**config.mk**
```make
export PLATFORM = sky130hd
export DESIGN_NAME = pipelined_adder_tree
export DESIGN_NICKNAME = d
export VERILOG_FILES = /design/src/rtl/pipelined_adder_tree.sv
export SDC_FILE = /design/constraint.sdc
export NUM_CORES = 1
export LEC_CHECK = 0
export ABC_AREA = 0
export CORE_ASPECT_RATIO = 0.75
export CORE_MARGIN = 3
export CORE_UTILIZATION = 45
export DETAILED_ROUTE_END_ITERATION = 7
export MAX_ROUTING_LAYER = met4
export PLACE_DENSITY = 0.68
export SYNTH_ARGS = -nofsm -noshare
export SYNTH_HDL_FRONTEND = slang
export SYNTH_SLANG_ARGS = --single-unit
```
**constraint.sdc**
```tcl
create_clock -name clk -period 12.95 [get_ports clk]
set_clock_uncertainty 0.15 [all_clocks]
set_input_delay 1.295 -clock clk [delete_from_list [all_inputs] [get_ports clk]]
set_output_delay 1.295 -clock clk [all_outputs]
set_load 0.005 [all_outputs]
```
**src/rtl/pipelined_adder_tree.sv**
```systemverilog
// Signed pipelined binary adder tree followed by a multi-beat group accumulator.
// Define PIPELINED_ADDER_TREE_SAT_EN for a saturating accumulator; by default it wraps.
module pipelined_adder_tree #(
    parameter int IN_WIDTH         = 8,
    parameter int NUM              = 16,
    parameter int OUT_WIDTH        = 32,
    parameter int LEVELS_PER_STAGE = 1
) (
    input  logic                        clk,
    input  logic                        rst,
    input  logic [NUM*IN_WIDTH-1:0]     in_data,
    input  logic                        in_valid,
    input  logic                        in_last,
    output logic                        in_ready,
    output logic signed [OUT_WIDTH-1:0] out_data,
    output logic                        out_valid,
    input  logic                        out_ready
);

    localparam int L      = $clog2(NUM);
    localparam int S      = (L + LEVELS_PER_STAGE - 1) / LEVELS_PER_STAGE;
    localparam int TREE_W = IN_WIDTH + L;

    function automatic int nodes_at(input int lv);
        int n;
        n = NUM;
        for (int i = 0; i < lv; i++) n = (n + 1) / 2;
        return n;
    endfunction

    logic                        en;
    logic [S-1:0]                vld_q;
    logic [S-1:0]                lst_q;
    logic signed [TREE_W-1:0]    tree_sum;
    logic signed [OUT_WIDTH-1:0] acc_sum;
    logic signed [OUT_WIDTH-1:0] acc_q, acc_d;
    logic signed [OUT_WIDTH-1:0] out_data_q, out_data_d;
    logic                        out_valid_q, out_valid_d;

    // A result parked at the output without a taker freezes the whole datapath.
    assign en       = !(out_valid_q && !out_ready);
    assign in_ready = en;

    // Level lv holds nodes_at(lv) values of exactly IN_WIDTH+lv bits; level 0 is the input.
    for (genvar lv = 0; lv <= L; lv++) begin : g_lvl
        localparam int  N   = nodes_at(lv);
        localparam int  W   = IN_WIDTH + lv;
        localparam bit  REG = (lv > 0) && ((lv % LEVELS_PER_STAGE == 0) || (lv == L));

        logic signed [W-1:0] sum_d [N];
        logic signed [W-1:0] node  [N];

        for (genvar k = 0; k < N; k++) begin : g_node
            if (lv == 0) begin : g_leaf
                assign sum_d[k] = in_data[k*IN_WIDTH +: IN_WIDTH];
            end else if (2*k+1 < nodes_at(lv-1)) begin : g_pair
                assign sum_d[k] = W'(g_lvl[lv-1].node[2*k]) + W'(g_lvl[lv-1].node[2*k+1]);
            end else begin : g_pass
                assign sum_d[k] = W'(g_lvl[lv-1].node[2*k]);
            end

            if (REG) begin : g_reg
                logic signed [W-1:0] node_q;
                // NOTE: tree data flops carry no reset; the stage valid bits mark them don't-care after reset.
                always_ff @(posedge clk) begin
                    if (en) node_q <= sum_d[k];
                end
                assign node[k] = node_q;
            end else begin : g_wire
                assign node[k] = sum_d[k];
            end
        end
    end

    assign tree_sum = g_lvl[L].node[0];

    // NOTE: sequential state uses non-blocking assignments so every flop samples pre-edge values.
    always_ff @(posedge clk or posedge rst) begin
        if (rst) begin
            vld_q <= '0;
            lst_q <= '0;
        end else if (en) begin
            vld_q[0] <= in_valid;
            lst_q[0] <= in_valid && in_last;
            for (int s = 1; s < S; s++) begin
                vld_q[s] <= vld_q[s-1];
                lst_q[s] <= lst_q[s-1];
            end
        end
    end

`ifdef PIPELINED_ADDER_TREE_SAT_EN
    localparam int WIDE_W = OUT_WIDTH + 1;
    localparam logic signed [WIDE_W-1:0] SAT_MAX = {2'b00, {(OUT_WIDTH-1){1'b1}}};
    localparam logic signed [WIDE_W-1:0] SAT_MIN = {2'b11, {(OUT_WIDTH-1){1'b0}}};

    logic signed [WIDE_W-1:0] wide_sum;

    always_comb begin
        wide_sum = WIDE_W'(acc_q) + WIDE_W'(tree_sum);
        if (wide_sum > SAT_MAX) begin
            acc_sum = SAT_MAX[OUT_WIDTH-1:0];
        end else if (wide_sum < SAT_MIN) begin
            acc_sum = SAT_MIN[OUT_WIDTH-1:0];
        end else begin
            acc_sum = wide_sum[OUT_WIDTH-1:0];
        end
    end
`else
    assign acc_sum = acc_q + OUT_WIDTH'(tree_sum);
`endif

    // NOTE: every output gets a default first so this block cannot infer a latch.
    always_comb begin
        acc_d       = acc_q;
        out_data_d  = out_data_q;
        out_valid_d = out_valid_q;
        if (en) begin
            out_valid_d = 1'b0;
            if (vld_q[S-1]) begin
                if (lst_q[S-1]) begin
                    out_data_d  = acc_sum;
                    out_valid_d = 1'b1;
                    acc_d       = '0;
                end else begin
                    acc_d = acc_sum;
                end
            end
        end
    end

    always_ff @(posedge clk or posedge rst) begin
        if (rst) begin
            acc_q       <= '0;
            out_data_q  <= '0;
            out_valid_q <= 1'b0;
        end else begin
            acc_q       <= acc_d;
            out_data_q  <= out_data_d;
            out_valid_q <= out_valid_d;
        end
    end

    assign out_data  = out_data_q;
    assign out_valid = out_valid_q;

endmodule

```
=== Word-level counts from Yosys, hierarchy flattened ===
Index checks and enable logic that the tools add are counted.

* Output and inout port bits: 34
* Logic and storage cells: 46
* Register bits after elaboration: 219

* Bitwise logic cells: 1
* Multiplexer cells: 3
* Reduce and logical (&&, ||, !) cells: 6
* Add/sub/neg operators: 16

{| class="wikitable"
|+ Operators with widths
! operator !! number
|-
| 8-bit by 8-bit adder with 9-bit output || 8
|-
| 9-bit by 9-bit adder with 10-bit output || 4
|-
| 32-bit by 12-bit adder with 32-bit output || 1
|-
| 32-bit two-way mux || 1
|-
| 10-bit by 10-bit adder with 11-bit output || 2
|-
| 11-bit by 11-bit adder with 12-bit output || 1
|-
| 3-bit AND reduction || 1
|-
| 1-bit logical AND || 2
|-
| 1-bit zero test || 2
|-
| 1-bit two-way mux || 2
|-
| 2-bit AND reduction || 1
|-
| 1-bit inverter || 1
|}

=== Logic depth before layout (Yosys ltp) ===
* Depth after elaboration: 4
* Mapped depth: 10
* Gate-level depth less buffers: 10

=== Worst setup path before layout ===
Ideal clock, no wire load.

* Kind: input to output
* Start: input port out_ready
* End: output port in_ready
* Slack: 5721 ps
* Arrival: 5784 ps
* Data required time: 11505 ps
* Stages on the path: 4
* Cells stage by stage: nor2b_1 clkbuf_1 inv_1 clkbuf_1

* Longest elaborated chain between the ends: 3

{| class="wikitable"
|+ RTL lines
! item !! RTL line !! text
|-
| start, declared || 17 || <nowiki>input logic out_ready</nowiki>
|-
| 1-bit zero test || 41 || <nowiki>assign en = !(out_valid_q && !out_ready);</nowiki>
|-
| 1-bit logical AND || 41 ||
|-
| 1-bit zero test || 41 ||
|-
| end, declared || 14 || <nowiki>output logic in_ready,</nowiki>
|}

No other way between the ends.

=== Worst setup path in the final report ===
Ends and elaborated chain as after synthesis.

==> flow_metrics.tcl <==
set metrics [dict create \
    status "completed" \
    antenna_found_initial 0 \
    path_common_cell "clkdlybuf4s50_1" \
    post_cts_buffers 0 \
    met3_usage_pct 2.020 \
    synth-edff-count 146 \
    slew_headroom_pct 31.91 \
    power.total_uw 4127 \
    diodes 0 \
    hpwl_microns 18460 \
    grt_pass1_vias 8532 \
    dieArea_sq_um 31530 \
    clk_latency_ps 510 \
    ios 167 \
    finalSetupViolCount 0 \
    overflow 0 \
    track_usage_pct 15.67 \
    maxSlewViolCount 0 \
    root_buffer "clkbuf_16" \
    first_pass_iters 5 \
    place.gp.congestion 0.8646 \
    rsz0062_at_grt "false" \
    cts_sinks 219 \
    final_area_sq_um 16110 \
    seq_power_share_pct 33.0 \
    fin_ws_ps 8142 \
    synthArstFlopShare_pct 33.33 \
    most-common-layout-cells "clkdlybuf4s50_1, ha_1, edfxtp_1" \
    viasPerCell 5.118 \
    ant_nets 0 \
    critPathRequiredTime_ps 11510 \
    synth_nets 1448 \
    hold_violations 0 \
    numCtsBuffers 24 \
    peakVddDrop_uv 97.71 \
    path_max_fanout 81 \
    crit_chain "clkdlybuf4s50_1, nor2b_1, inv_6, clkdlybuf4s50_1" \
    power_density_nw_per_um2 256.2 \
    startpoint_type "primary input" \
    dr.first_iter.drc_count 463 \
    power.internal_uw 2583 \
    syn_to_final_growth_pct 21.71 \
    worstPathArrival_ps 3360 \
    grt_max_degree 82 \
    yosysSeqAreaShare_pct 46.93 \
    drv_cap 0 \
    pwr-share-comb_pct 50.8 \
    switchingPower_uw 1544 \
    max_freq_mhz 208.0 \
    fp.dieH_microns 154.5 \
    fillers 2421 \
    tightest_slew_ps 1020 \
    crit_type "primary input to primary output" \
    drive_above_1_share_pct 6.325 \
    postSynthCellCount 1137 \
    ys_warn_count 0 \
    grt_first_pass_wirelength_microns 40410 \
    wl_per_cell_microns 14.00 \
    routed_wl_microns 23980 \
    start_util_pct 46.42 \
    htree_levels 1 \
    critPathMaxStageDelay_ps 610 \
    synth_area_per_cell_sq_um 11.64 \
    cts_tree "yes" \
    grt_busiest_layer "met2" \
    num_vias 8767 \
    cts.repair.resized 0 \
    cts_max_path_buffers 3 \
    crit_slowest_cell "nor2b_1" \
    die_w_microns 204.0 \
    nets 1621 \
    synth_flop_cell "edfxtp_1" \
    post-route-util_pct 56.49 \
    drc_errors 0 \
    p_clk_share_pct 16.2 \
    placed_cell_area_sq_um 15320 \
    io_buffers 166 \
    clk_pin_slew_ps 60 \
    worst_hold_path_type "flop to flop" \
    final.period_utilization_pct 37.13 \
    syn_area_sq_um 13240 \
    synthDistinctLibCells 56 \
    power.leakage_uw 0.006977 \
    cp-end-kind "primary output" \
    grtUsageMet1_pct 23.01 \
    fin_crit_ps 4808 \
    met2_usage_pct 23.62 \
    ys_ff_latch 219 \
    coreArea_sq_um 28510 \
    row_count 53 \
    hold_buffers 0 \
    swShare_pct 37.41 \
    pre_cts_ws_ps 8164 \
    final_common_cell "clkdlybuf4s50_1" \
    tns_ps 0 \
]
==> worst paths after layout <==
check | start | endpoint | slack, ps | cells past startpoint
max | out_ready | in_ready | 8140 | 4
min | lst_q[2] | lst_q[2] | 320 | 2
max reg2reg | g_lvl[4].g_node[0].g_reg.node_q[11] | acc_q[31] | 9430 | 9
min reg2reg | lst_q[2] | lst_q[2] | 320 | 2
max in group asynchronous | rst | acc_q[29] | 10830 | 3
min in group asynchronous | rst | out_data[11] | 1220 | 3
==> critical path: cells and delay by family <==
kind          cells  cell delay, ps
simple gates      1             610
buf+inv           3            1380
==> logic make-up after synthesis <==
family | Yosys count | share of synthesized area [%]
buffers and inverters | 105 | 3.044
AOI/OAI and AO/OA | 307 | 15.30
xor gates and xnor gates | 127 | 8.404
muxes | 30 | 2.543
DFF | 219 | 46.93
adders and majority gates | 178 | 17.73
and+or+nand+nor | 171 | 6.050
==> registers in the layout, summed over array words and instances (netlist names) <==
name                       flops
g_lvl.g_node.g_reg.node_q    146
out_data                      32
lst_q                          4
vld_q                          4
acc_q                         32
out_valid                      1
==> cells in the mapped netlist, types with 3 or more instances <==
cell / count / area [sq um]
dfrtp_1: 73 / 1827
buf_2: 6 / 30.03
mux2_2: 29 / 326.6
nor4b_1: 4 / 35.03
a21o_1: 35 / 262.8
nand4_1: 6 / 37.54
xnor2_1: 96 / 840.8
ha_1: 162 / 2027
fa_1: 16 / 320.3
nand3_1: 13 / 65.06
nor2b_1: 10 / 62.56
a31oi_1: 7 / 43.79
inv_1: 81 / 304.0
o31ai_1: 7 / 52.55
a22o_1: 22 / 192.7
clkbuf_1: 14 / 52.55
xor2_1: 31 / 271.5
a21oi_1: 106 / 530.5
o21a_1: 4 / 30.03
or3_1: 5 / 31.28
o211ai_1: 12 / 90.09
nor4_1: 7 / 43.79
edfxtp_1: 146 / 4384
a221o_1: 3 / 30.03
o21bai_1: 55 / 412.9
nand2b_1: 4 / 25.02
nand2_1: 61 / 229.0
o21ai_0: 34 / 170.2
nor2_1: 42 / 157.7
nor3_1: 11 / 55.05
==> cell type report <==
type	instances	area (sq um)	area share, %
Sequential cell	219	6211	38.56
Tap cell	385	481.7	2.991
Clock inverter	15	137.6	0.8544
Clock buffer	29	649.4	4.031
Timing Repair Buffer	170	1692	10.50
Multi-Input combinational cell	813	6624	41.12
Inverter	82	312.8	1.942
==> stage by stage <==
step / cells / hold slack (ps)
finish: 1713 / 319.3
global route: 1713 / 349.3
CTS: 1713 / 320.6
detailed placement: 1669 / 307.2
global placement: 1669 / 303.4
floorplan: 1137 / 288.6
==> power by group through the flow <==
stage,registers [uW],clock network (uW),logic [uW]
finish,1360,668,2100
global route,1400,717,2380
CTS,1370,684,2110
detailed placement,1380,0,2100
global placement,1370,0,2040
floorplan,1340,0,1590
==> layer usage <==
metal,vias up,routed length [microns]
met4,0,478
met3,35,1038
met1,4008,11980
li1,4539,-
met5,-,0
met2,185,10480
Note: power is estimated with default switching activity, not from simulation.
